**src/rtl/alu_issue_ctrl_if.sv**
```systemverilog
// alu_issue_ctrl_if: instruction, register-load, ALU drive/return and result signals of alu_issue_ctrl
interface alu_issue_ctrl_if #(parameter int W = 32, parameter int AW = 3);
  logic          instr_valid;
  logic          instr_ready;
  logic [2:0]    instr_op;
  logic [AW-1:0] instr_rd;
  logic [AW-1:0] instr_rs;
  logic [AW-1:0] instr_rt;
  logic          ld_en;
  logic [AW-1:0] ld_addr;
  logic [W-1:0]  ld_data;
  logic [2:0]    alu_op;
  logic [W-1:0]  alu_r2;
  logic [W-1:0]  alu_r3;
  logic [W-1:0]  alu_r0;
  logic          alu_overflow;
  logic          alu_zero;
  logic          alu_carry;
  logic          res_valid;
  logic          res_ready;
  logic [W-1:0]  res_data;
  logic [2:0]    res_flags;
  logic          sticky_ovf;
  logic          sticky_clr;
  modport slave (
    input  instr_valid, instr_op, instr_rd, instr_rs, instr_rt,
    input  ld_en, ld_addr, ld_data,
    input  alu_r0, alu_overflow, alu_zero, alu_carry,
    input  res_ready, sticky_clr,
    output instr_ready, alu_op, alu_r2, alu_r3,
    output res_valid, res_data, res_flags, sticky_ovf
  );
  modport master (
    output instr_valid, instr_op, instr_rd, instr_rs, instr_rt,
    output ld_en, ld_addr, ld_data,
    output alu_r0, alu_overflow, alu_zero, alu_carry,
    output res_ready, sticky_clr,
    input  instr_ready, alu_op, alu_r2, alu_r3,
    input  res_valid, res_data, res_flags, sticky_ovf
  );
endinterface

```
**src/rtl/alu_issue_ctrl.sv**
```systemverilog
// alu_issue_ctrl: issues register-file instructions to an external combinational ALU and returns R0/flags.
// Optional sticky overflow accumulator enabled by ALU_CTRL_STICKY_OVF_EN.
module alu_issue_ctrl #(
  parameter int W  = 32,
  parameter int AW = 3
) (
  input logic              clk,
  input logic              rst_n,
  alu_issue_ctrl_if.slave  bus
);
  localparam int NREG = 1 << AW;
  localparam logic [1:0] IDLE  = 2'd0;
  localparam logic [1:0] ISSUE = 2'd1;
  localparam logic [1:0] RESP  = 2'd2;
  logic [1:0]    state_q, state_d;
  logic [2:0]    op_q, op_d;
  logic [W-1:0]  r2_q, r2_d, r3_q, r3_d;
  logic [AW-1:0] rd_q, rd_d;
  logic [W-1:0]  data_q, data_d;
  logic [2:0]    flags_q, flags_d;
  logic          sticky_q, sticky_d;
  logic [W-1:0]  rf_q [NREG];
  logic [W-1:0]  rf_d [NREG];
  always_comb begin
    state_d = state_q;
    op_d    = op_q;
    r2_d    = r2_q;
    r3_d    = r3_q;
    rd_d    = rd_q;
    data_d  = data_q;
    flags_d = flags_q;
    rf_d    = rf_q;
    if (bus.ld_en) rf_d[bus.ld_addr] = bus.ld_data;
    // operands come from rf_q so a same-edge load is not seen; writeback follows the load so it wins
    case (state_q)
      IDLE: if (bus.instr_valid) begin
        op_d    = bus.instr_op;
        r2_d    = rf_q[bus.instr_rs];
        r3_d    = rf_q[bus.instr_rt];
        rd_d    = bus.instr_rd;
        state_d = ISSUE;
      end
      ISSUE: begin
        data_d      = bus.alu_r0;
        flags_d     = {bus.alu_overflow, bus.alu_zero, bus.alu_carry};
        rf_d[rd_q]  = bus.alu_r0;
        state_d     = RESP;
      end
      RESP: state_d = bus.res_ready ? IDLE : RESP;
      default: state_d = IDLE;
    endcase
  end
`ifdef ALU_CTRL_STICKY_OVF_EN
  always_comb sticky_d = (state_q == ISSUE && bus.alu_overflow) ? 1'b1 : bus.sticky_clr ? 1'b0 : sticky_q;
`else
  logic unused_clr;
  assign unused_clr = bus.sticky_clr;
  always_comb sticky_d = 1'b0;
`endif
  always_ff @(posedge clk) begin
    if (!rst_n) begin
      state_q  <= IDLE;
      op_q     <= '0;
      r2_q     <= '0;
      r3_q     <= '0;
      rd_q     <= '0;
      data_q   <= '0;
      flags_q  <= '0;
      sticky_q <= 1'b0;
      rf_q     <= '{default: '0};
    end else begin
      state_q  <= state_d;
      op_q     <= op_d;
      r2_q     <= r2_d;
      r3_q     <= r3_d;
      rd_q     <= rd_d;
      data_q   <= data_d;
      flags_q  <= flags_d;
      sticky_q <= sticky_d;
      rf_q     <= rf_d;
    end
  end
  assign bus.instr_ready = state_q == IDLE;
  assign bus.res_valid   = state_q == RESP;
  assign bus.alu_op      = op_q;
  assign bus.alu_r2      = r2_q;
  assign bus.alu_r3      = r3_q;
  assign bus.res_data    = data_q;
  assign bus.res_flags   = flags_q;
  assign bus.sticky_ovf  = sticky_q;
endmodule

```
**src/flat_wrapper.sv**
```systemverilog
// flat-port wrapper written by rule: the top's interface ports become plain ports
module alu_issue_ctrl_flat 
#(
  parameter int W  = 32,
  parameter int AW = 3
)
  (clk, rst_n, bus_instr_valid, bus_instr_op, bus_instr_rd, bus_instr_rs, bus_instr_rt, bus_ld_en, bus_ld_addr, bus_ld_data, bus_alu_r0, bus_alu_overflow, bus_alu_zero, bus_alu_carry, bus_res_ready, bus_sticky_clr, bus_instr_ready, bus_alu_op, bus_alu_r2, bus_alu_r3, bus_res_valid, bus_res_data, bus_res_flags, bus_sticky_ovf);
  alu_issue_ctrl_if #(.W(W), .AW(AW)) bus_i ();
  input logic clk;
  input logic rst_n;
  input wire logic [$bits(bus_i.instr_valid)-1:0] bus_instr_valid;
  input wire logic [$bits(bus_i.instr_op)-1:0] bus_instr_op;
  input wire logic [$bits(bus_i.instr_rd)-1:0] bus_instr_rd;
  input wire logic [$bits(bus_i.instr_rs)-1:0] bus_instr_rs;
  input wire logic [$bits(bus_i.instr_rt)-1:0] bus_instr_rt;
  input wire logic [$bits(bus_i.ld_en)-1:0] bus_ld_en;
  input wire logic [$bits(bus_i.ld_addr)-1:0] bus_ld_addr;
  input wire logic [$bits(bus_i.ld_data)-1:0] bus_ld_data;
  input wire logic [$bits(bus_i.alu_r0)-1:0] bus_alu_r0;
  input wire logic [$bits(bus_i.alu_overflow)-1:0] bus_alu_overflow;
  input wire logic [$bits(bus_i.alu_zero)-1:0] bus_alu_zero;
  input wire logic [$bits(bus_i.alu_carry)-1:0] bus_alu_carry;
  input wire logic [$bits(bus_i.res_ready)-1:0] bus_res_ready;
  input wire logic [$bits(bus_i.sticky_clr)-1:0] bus_sticky_clr;
  output wire logic [$bits(bus_i.instr_ready)-1:0] bus_instr_ready;
  output wire logic [$bits(bus_i.alu_op)-1:0] bus_alu_op;
  output wire logic [$bits(bus_i.alu_r2)-1:0] bus_alu_r2;
  output wire logic [$bits(bus_i.alu_r3)-1:0] bus_alu_r3;
  output wire logic [$bits(bus_i.res_valid)-1:0] bus_res_valid;
  output wire logic [$bits(bus_i.res_data)-1:0] bus_res_data;
  output wire logic [$bits(bus_i.res_flags)-1:0] bus_res_flags;
  output wire logic [$bits(bus_i.sticky_ovf)-1:0] bus_sticky_ovf;
  assign bus_i.instr_valid = bus_instr_valid;
  assign bus_i.instr_op = bus_instr_op;
  assign bus_i.instr_rd = bus_instr_rd;
  assign bus_i.instr_rs = bus_instr_rs;
  assign bus_i.instr_rt = bus_instr_rt;
  assign bus_i.ld_en = bus_ld_en;
  assign bus_i.ld_addr = bus_ld_addr;
  assign bus_i.ld_data = bus_ld_data;
  assign bus_i.alu_r0 = bus_alu_r0;
  assign bus_i.alu_overflow = bus_alu_overflow;
  assign bus_i.alu_zero = bus_alu_zero;
  assign bus_i.alu_carry = bus_alu_carry;
  assign bus_i.res_ready = bus_res_ready;
  assign bus_i.sticky_clr = bus_sticky_clr;
  assign bus_instr_ready = bus_i.instr_ready;
  assign bus_alu_op = bus_i.alu_op;
  assign bus_alu_r2 = bus_i.alu_r2;
  assign bus_alu_r3 = bus_i.alu_r3;
  assign bus_res_valid = bus_i.res_valid;
  assign bus_res_data = bus_i.res_data;
  assign bus_res_flags = bus_i.res_flags;
  assign bus_sticky_ovf = bus_i.sticky_ovf;
  alu_issue_ctrl #(.W(W), .AW(AW)) u_core (.clk(clk), .rst_n(rst_n), .bus(bus_i));
endmodule
```
**config.mk**
```make
export PLATFORM = sky130hd
export DESIGN_NAME = alu_issue_ctrl_flat
export DESIGN_NICKNAME = d
export VERILOG_FILES = /design/src/rtl/alu_issue_ctrl_if.sv /design/src/rtl/alu_issue_ctrl.sv /design/src/flat_wrapper.sv
export SDC_FILE = /design/constraint.sdc
export NUM_CORES = 1
export LEC_CHECK = 0
export CAP_MARGIN = 20
export CELL_PAD_IN_SITES_DETAIL_PLACEMENT = 1
export CELL_PAD_IN_SITES_GLOBAL_PLACEMENT = 1
export CORE_MARGIN = 10
export CORE_UTILIZATION = 45
export CTS_CLUSTER_DIAMETER = 50
export DETAILED_ROUTE_END_ITERATION = 10
export PLACE_DENSITY_LB_ADDON = 0.12
export SYNTH_ARGS = -nofsm -noshare
export SYNTH_HDL_FRONTEND = slang
export SYNTH_SLANG_ARGS = --single-unit
```
**constraint.sdc**
```tcl
create_clock -name clk -period 1.93 [get_ports clk]
set_input_delay 0.386 -clock clk [delete_from_list [all_inputs] [get_ports clk]]
set_output_delay 0.386 -clock clk [all_outputs]
set_load 0.1 [all_outputs]
```
==> Yosys cells after proc, flatten, opt, wreduce, memory -nomap -nowiden <==
Index checks and enable logic that the tools add are counted.
{ "totals": {"regBits": 363, "input_bits": 88, "output_inout_bits": 105, "word_cells": 49} }
{ "classes": {"order_cmp": 6, "n_eq_ne": 3, "n_mux": 17, "bitwise_logic": 4, "reduce_logical": 4} }
{ "op_table": {"columns": ["cell", "count"], "rows": [
  ["$bwmux 256", 2],
  ["$mux 256", 2],
  ["$bmux 32 s3", 2],
  ["$demux 32 s3", 2],
  ["$mux 32", 6],
  ["$ge 4x4->1 const B", 4],
  ["$not 3->4", 4],
  ["$lt 4x1->1 const B", 2],
  ["$pmux 2 s3", 1],
  ["$mux 2", 2],
  ["$eq 2x1->1 const B", 1],
  ["$eq 2x2->1 const B", 1],
  ["$logic_and 1x1->1", 2],
  ["$logic_not 2->1", 1],
  ["$ne 2x2->1 const B", 1],
  ["$reduce_and 2->1", 1]
]} }

==> Logic depth before layout (Yosys ltp) <==
Gate-level depths: netlist of the first run.
{ "depth": {"word_depth": 9, "ltp_mapped": 7, "mapped_depth_nobuf": 4} }

==> Least setup slack after synthesis of the first run <==
OpenSTA, ideal clock, no wires.
{ "synth_timing": {"path_kind": "reg-to-reg", "start": "register u_core.state_q[1]", "end": "register u_core.state_q[1]", "t_arrival_ns": 2.155, "required_time_ns": 1.872, "setup_slack_ns": -0.283, "stages_incl_launch_ff": 4, "n_path_buf": 0, "period_less_slack_ns": 2.213, "path_cell_list": "dfxtp_1 > nor2b_1 > nor2b_1 > o21a_1"} }
{ "synth_between": {"elab_chain_cells": 2} }
{ "synth_rtl": {"columns": ["item", "line_no", "rtl"], "rows": [
  ["start, declared", "alu_issue_ctrl.sv:15", "logic [1:0] state_q, state_d;"],
  ["start signal, assigned", "alu_issue_ctrl.sv:72", "state_q <= state_d;"],
  ["$eq 2x2->1", null, null],
  ["named net bus_res_valid", "flat_wrapper.sv:29", "output wire logic [$bits(bus_i.res_valid)-1:0] bus_res_valid;"],
  ["$pmux 2 s3", "alu_issue_ctrl.sv:35", "case (state_q)"]
]} }
The timed path passes the listed nets, and every way through them passes these cells.
A chain may end at the register's enable or synchronous reset.

==> Worst setup path after layout of the first run <==
{ "layout_timing": {"start": "register u_core.state_q[1]", "end": "output bus_res_valid"} }
{ "layout_between": {"elab_chain_cells": 1} }
{ "layout_rtl": {"columns": ["item", "line_no", "rtl"], "rows": [
  ["$eq 2x2->1", "alu_issue_ctrl.sv:84", "assign bus.res_valid = state_q == RESP;"],
  ["end, declared", "flat_wrapper.sv:29", null]
]} }
Every way passes these cells.

==> impl_metrics.yaml, run 1 <==
run_status:
  status: "completed"
sta:
  hold_viol_final: 0
  fin_crit_ns: 1.83
  max_freq_mhz: 546
  worst-slew-pin-transition_ns: 0.649
  finalCritPeriodShare_pct: 95.0
  maxSlewViolCount: 0
  relSlewSlack_pct: 56.6
  finalSetupViolCount: 0
  skew_ns: 0.0190
  rsz0062_at_grt: "false"
power:
  netSwitchingFraction_pct: 31.1
  power.switching_uw: 6620
  leakage_uw: 0.0135
  seqPwrFrac_pct: 38.3
  power.density_nw_per_um2: 870
  clkPwrFrac_pct: 41.6
  combPwrFrac_pct: 20.1
  ir_drop_uv: 688
  p_int_uw: 14700
synth:
  yosysWarnings: 0
  yosysUniqueCellTypes: 36
  syn_nets: 2157
  syn_avg_cell_area_um2: 9.66
  synth_area_leader_cell: "dfxtp_1"
  synth_area_um2: 20000
  synth-seq-cells: 363
  syn_inst: 2069
  ys_seq_area_share_pct: 36.4
  netlist.area_leader.share_pct: 36.4
  yosys-top-cells-area: "dfxtp_1, mux2i_1, o211a_1, mux2_2, nand2_1"
setup_path:
  end_kind: "output pin"
  critical_path.startpoint_type: "flip-flop"
  r2r-start: "u_core.rd_q[0]$_SDFFE_PN0P_"
  critical_path_class: "reg -> out"
  r2r_end: "u_core.rf_q[169]$_SDFF_PN0_"
  path_max_fanout: 8
  cp.arrival_ns: 1.45
  crit_required_ns: 1.54
  r2r_setup_slack_ns: 0.25
  worstRegToRegCells: 4
final_layout:
  multiInputGateArea_um2: 11500
  fin_nets: 2253
  regArea_um2: 7270
  fillCellCount: 4806
  fin_area_um2: 24500
  final_util_pct: 55.6
  area_delta_synth_final_pct: 22.4
  final_cells: 2794
  num_antenna_cells: 0
  final_layout_size_suffix_gt1_share_pct: 20.9
cts:
  cts_root_buf: "clkbuf_16"
  numClockSinks: 363
  clock_latency_ns: 0.59
  clk_pin_slew_ns: 0.06
  ctsLongestPathBuffers: 3
  cts_buffers: 47
  cts_max_level: 2
  hold_buffers: 0
  cts_tree: "done"
global_routing:
  grt_pass1_vias: 18100
  grt_pass1_wl_um: 110000
  antenna_found_initial: 1
  grt_max_degree: 76
  track_usage_pct: 26.1
  gr-total-overflow: 0
routing:
  viasPerCell: 6.07
  wl_per_cell_um: 25.7
  postRouteAntennaNets: 0
  drc: 0
  dr.pass1.iters: 5
  postRouteWirelength_um: 71800
  vias: 17000
  drtIter0Drc: 1107
placed_design:
  finalWeightedCongestion: 0.800
  hpwlAfterDp_um: 44300
  placed_area_um2: 22900
  dp_cells: 2708
  port-buffer-count: 190
die:
  core-area_um2: 44000
  io_pins: 193
  die_y_um: 231
  die_area_um2: 53200
  initial_core_util_pct: 45.4
  dieWidth_um: 231
  core.rowCount: 77
worst_hold_path:
  holdPathStages: 2
  hold_class: "in -> reg"
  min_to: "u_core.rf_q[245]$_SDFF_PN0_"
  hp-start: "rst_n"
run:
  cap_viol_max_count: 0
-- synthesized netlist by cell type, drive strengths merged --
library cell    n
a21boi         41
a21oi          64
a221o          51
a22oi          13
and2            1
and3            1
and3b           1
and4bb          1
buf           130
clkbuf        134
conb            1
dfxtp         363
mux2          128
mux2i         384
nand2         344
nand2b          3
nand3           4
nand4           2
nand4b          3
nor2            4
nor2b           6
nor3            1
nor3b           1
nor4b           1
nor4bb          2
o211a         256
o21a            1
o21ai          64
o221ai         13
o22ai          51
-- registers in the layout, summed over array words and instances, names as in the netlist --
signal / count
u_core.bus.res_data: 32
u_core.rd_q: 3
u_core.state_q: 2
u_core.rf_q: 256
u_core.bus.alu_op: 3
u_core.bus.res_flags: 3
u_core.bus.alu_r3: 32
u_core.bus.alu_r2: 32
-- how the worst max path moves through the flow --
stage | cells past startpoint | slack [ns] | from | to
2_1_floorplan | 7 | 0.1 | u_core.state_q[0]$_SDFFE_PN0P_ | u_core.bus.alu_r2[10]$_SDFFE_PN0P_
3_3_place_gp | 6 | -0.34 | bus_instr_rs[1] | u_core.bus.alu_r2[1]$_SDFFE_PN0P_
3_5_place_dp | 6 | -0.41 | bus_instr_rs[1] | u_core.bus.alu_r2[1]$_SDFFE_PN0P_
4_1_cts | 2 | 0.03 | u_core.state_q[1]$_SDFFE_PN0P_ | bus_res_valid
5_1_grt | 2 | 0.04 | u_core.state_q[1]$_SDFFE_PN0P_ | bus_res_valid
6_report | 2 | 0.1 | u_core.state_q[1]$_SDFFE_PN0P_ | bus_res_valid
-- per-stage QoR --
step,setup slack [ns],power (uW),hold slack [ns],TNS (ns)
after floorplan,0.0979,11200,0.473,0
after global routing,0.0373,22000,0.148,0
after detailed placement,-0.415,12500,0.458,-74.11
after global placement,-0.342,12400,0.449,-59.99
after CTS,0.0282,21400,0.129,0
final,0.0969,21300,0.154,0
-- metal layers --
layer,global-route usage (%),wire length [um],share of wire (%),vias up
li1,-,-,-,7805
met1,32.7,31200,43,8714
met2,46.1,36200,50,346
met3,3.36,2880,4.0,103
met4,7.34,1510,2.1,2
met5,0,9,0.013,-
-- power by group through the flow --
stage / clock network, uW / registers, uW / logic (uW)
floorplan: 0 / 9390 / 1800
global placement: 0 / 8270 / 4170
detailed placement: 0 / 8290 / 4250
CTS: 9000 / 8140 / 4280
global route: 9340 / 8180 / 4500
finish: 8860 / 8140 / 4280
-- critical path, cell delays in order, from the launching register on --
cell and delay [ns]:
dfxtp_2 0.45, nor2b_4 0.22, buf_12 0.18
-- cell families (layout without fill, tap and decap cells) --
family / count (synthesis) / in the layout / synth area share [%]
compound gates: 554 / 554 / 22.8
mux: 512 / 512 / 26.5
simple gates: 375 / 375 / 7.58
flops: 363 / 363 / 36.4
buf+inv: 264 / 397 / 6.76
other cells: 1 / 1 / 0.0188
-- cell type report --
type	count	share of cell area [%]
Clock inverter	16	0.496
Timing Repair Buffer	311	13.8
Clock buffer	70	5.95
Multi-Input combinational cell	1442	47.0
Sequential cell	363	29.7
Tap cell	592	3.03
-- what timing repair did --
action / CTS / global route
setup buffers: 0 / 0
resized for setup: 1 / 1
setup endpoints to repair: 1 / 1
-- layout by cell type (no fill, tap or decap), drive strengths merged, types with 6 or more instances in the layout --
cell type / instances
a221o: 51
dfxtp: 363
a21oi: 64
o211a: 256
mux2i: 384
mux2: 128
clkinv: 12
a21boi: 41
nor2b: 6
a22oi: 13
clkbuf: 70
o21ai: 64
nand2: 344
clkdlybuf4s50: 83
o22ai: 51
o221ai: 13
buf: 228
Power figures use the tool's default switching activity.
==> inputs of run 2 (changes only) <==
--- a/config.mk
+++ b/config.mk
@@ -12,6 +12,7 @@
 export CORE_UTILIZATION = 45
 export CTS_CLUSTER_DIAMETER = 50
 export DETAILED_ROUTE_END_ITERATION = 10
+export GPL_ROUTABILITY_DRIVEN = 0
 export PLACE_DENSITY_LB_ADDON = 0.12
 export SYNTH_ARGS = -nofsm -noshare
 export SYNTH_HDL_FRONTEND = slang
==> results of run 2 <==
No change in the layout: final DEF, timing and power equal those of run 1.
==> inputs of run 3 (changes only) <==
--- a/config.mk
+++ b/config.mk
@@ -8,7 +8,7 @@
 export CAP_MARGIN = 20
 export CELL_PAD_IN_SITES_DETAIL_PLACEMENT = 1
 export CELL_PAD_IN_SITES_GLOBAL_PLACEMENT = 1
-export CORE_MARGIN = 10
+export CORE_MARGIN = 1.5
 export CORE_UTILIZATION = 45
 export CTS_CLUSTER_DIAMETER = 50
 export DETAILED_ROUTE_END_ITERATION = 10
==> constraint.sdc (replaced) <==
create_clock -name clk -period 1.93 [get_ports clk]
set_input_delay 0.579 -clock clk [delete_from_list [all_inputs] [get_ports clk]]
set_output_delay 0.579 -clock clk [all_outputs]
set_load 0.1 [all_outputs]
==> run 3 against run 2 <==
Against the previous run: flip-flop and latch count is the same; cell count up 0.82%; non-clock buffer count up 21; power up 5.4%; fmax down 3.7%; sequential share of layout area shrank 1.9 points; register-to-register slack got worse by 0.12 ns; critical endpoint unchanged; wire length decreased by 1.9%; die area fell by 14%; worst hold slack better by 0.17 ns; first-iteration DRC count shrank 7.5%.
==> impl_metrics.yaml, run 3 (same netlist as run 1, synthesis figures left out) <==
run_status:
  status: "completed"
die:
  dieWidth_um: 214
  core-area_um2: 44000
  core.rowCount: 77
  die_area_um2: 45700
  initial_core_util_pct: 45.4
  die_y_um: 214
  io_pins: 193
setup_path:
  startpoint: "u_core.state_q[1]$_SDFFE_PN0P_"
  cpLargestDelayFamily: "flip-flops"
  path_depth: 2
  slowest_delay_ns: 0.37
  critical_path.startpoint_type: "flip-flop"
  critPathCapture: "bus_res_valid"
  crit_chain: "nor2b_4, buf_12"
  critical_path_class: "reg -> out"
  slowest_stage: "dfxtp_4"
  r2r_end: "u_core.rf_q[116]$_SDFF_PN0_"
  path_buf_inv: 1
  crit_required_ns: 1.35
  r2r_setup_slack_ns: 0.13
  path_max_fanout: 3
  r2r-start: "u_core.state_q[1]$_SDFFE_PN0P_"
  worstRegToRegCells: 5
  cp.arrival_ns: 1.32
  end_kind: "output pin"
final_layout:
  area_delta_synth_final_pct: 30.7
  multiInputGateArea_um2: 11500
  fillCellCount: 4648
  largest_reg_flops: 256
  num_antenna_cells: 0
  final_common_cell: "mux2i_1"
  fin_area_um2: 26100
  final_util_pct: 59.3
  final_cell_mix: "mux2i_1, dfxtp_1, nand2_1"
  fin_nets: 2275
  final_layout_size_suffix_gt1_share_pct: 21.9
  regMostFlops: "u_core.rf_q"
  regArea_um2: 7270
  final_cells: 2817
global_routing:
  gr-total-overflow: 0
  grt_pass1_wl_um: 108000
  grt_pass1_vias: 18200
  antenna_found_initial: 2
  grt_max_degree: 69
  track_usage_pct: 30.8
placed_design:
  port-buffer-count: 190
  dp_cells: 2726
  hpwlAfterDp_um: 44100
  placed_area_um2: 24400
sta:
  holdWs_ns: 0.324
  hold_viol_final: 0
  maxSlewViolCount: 0
  relSlewSlack_pct: 64.0
  max_freq_mhz: 525
  fin_crit_ns: 1.90
  worst-slew-pin-transition_ns: 0.539
  finalCritPeriodShare_pct: 98.6
  finalSetupViolCount: 0
  skew_ns: 0.0189
routing:
  postRouteAntennaNets: 0
  viasPerCell: 6.12
  drtIter0Drc: 1024
  postRouteWirelength_um: 70400
  drc: 0
  wl_per_cell_um: 25.0
  dr.pass1.iters: 5
  vias: 17300
worst_hold_path:
  hold_class: "in -> reg"
cts:
  numClockSinks: 363
  ctsLongestPathBuffers: 3
  hold_buffers: 0
  cts_root_buf: "clkbuf_16"
  cts_tree: "done"
  clk_pin_slew_ns: 0.06
  cts_max_level: 2
  clock_latency_ns: 0.59
  cts_buffers: 48
power:
  ir_drop_uv: 669
  leakage_uw: 0.0140
  power.density_nw_per_um2: 859
  total_power_uw: 22400
run:
  cap_viol_max_count: 0
==> run 3: changes by cell type in the layout (fill, tap and decap cells not counted), moves of 2 or more <==
cell | before | now
clkbuf_1 | 6 | 4
nand3_4 | 1 | 4
clkbuf_8 | 15 | 6
nand3_2 | 3 | 0
buf_4 | 159 | 70
buf_12 | 66 | 175
bufinv_16 | 1 | 7
clkinv_2 | 10 | 15
==> run 3: routing by layer <==
metal	wire length [um]	vias up	track usage [%]
li1	-	7835	-
met1	31100	8790	39.6
met2	33900	449	51.9
met3	3210	173	5.08
met4	2250	4	11.1
met5	27	-	0
==> run 3: worst min path at each step <==
stage | slack [ns] | start | cells after the start | to
floorplan | 0.47 | u_core.rd_q[2]$_SDFFE_PN0P_ | 2 | u_core.rd_q[2]$_SDFFE_PN0P_
global placement | 0.49 | u_core.bus.res_data[6]$_SDFFE_PN0N_ | 2 | u_core.bus.res_data[6]$_SDFFE_PN0N_
detailed placement | 0.50 | u_core.bus.alu_op[2]$_SDFFE_PN0P_ | 2 | u_core.bus.alu_op[2]$_SDFFE_PN0P_
CTS | 0.30 | rst_n | 2 | u_core.rf_q[212]$_SDFF_PN0_
global route | 0.31 | rst_n | 2 | u_core.rf_q[245]$_SDFF_PN0_
finish | 0.32 | rst_n | 2 | u_core.rf_q[212]$_SDFF_PN0_
==> run 3: final cells by class <==
class | instances | area share, %
Clock buffer | 59 | 5.07
Clock inverter | 29 | 1.33
Multi-Input combinational cell | 1442 | 44.1
Sequential cell | 363 | 27.9
Tap cell | 592 | 2.84
Timing Repair Buffer | 332 | 18.8
==> run 3: worst register-to-register path: cells and delay by family, from the launching register on <==
family,cells,cell delay (ns)
flops,1,0.36
buf+inv,2,0.40
simple gates,2,0.61
compound gates,1,0.31
==> run 3: where the power goes <==
group | switching [uW] | internal [uW] | leakage (uW)
clock network | 3660 | 5820 | 0.000833
registers | 342 | 7880 | 0.00296
logic | 2840 | 1890 | 0.0102
total | 6840 | 15600 | 0.0140
==> run 3: stage by stage <==
stage                     setup TNS [ns]  worst slack [ns]
after floorplan                        0            0.0276
after global placement           -111.28            -0.494
after detailed placement         -117.63            -0.539
after CTS                              0            0.0117
after global routing            -0.00532          -0.00532
final                                  0            0.0265
==> run 3: timing repair <==
action,4_1_cts,5_1_grt
pin swaps,0,1
buffers inserted,2,1
gates resized for setup,4,2
setup endpoints to repair,2,19
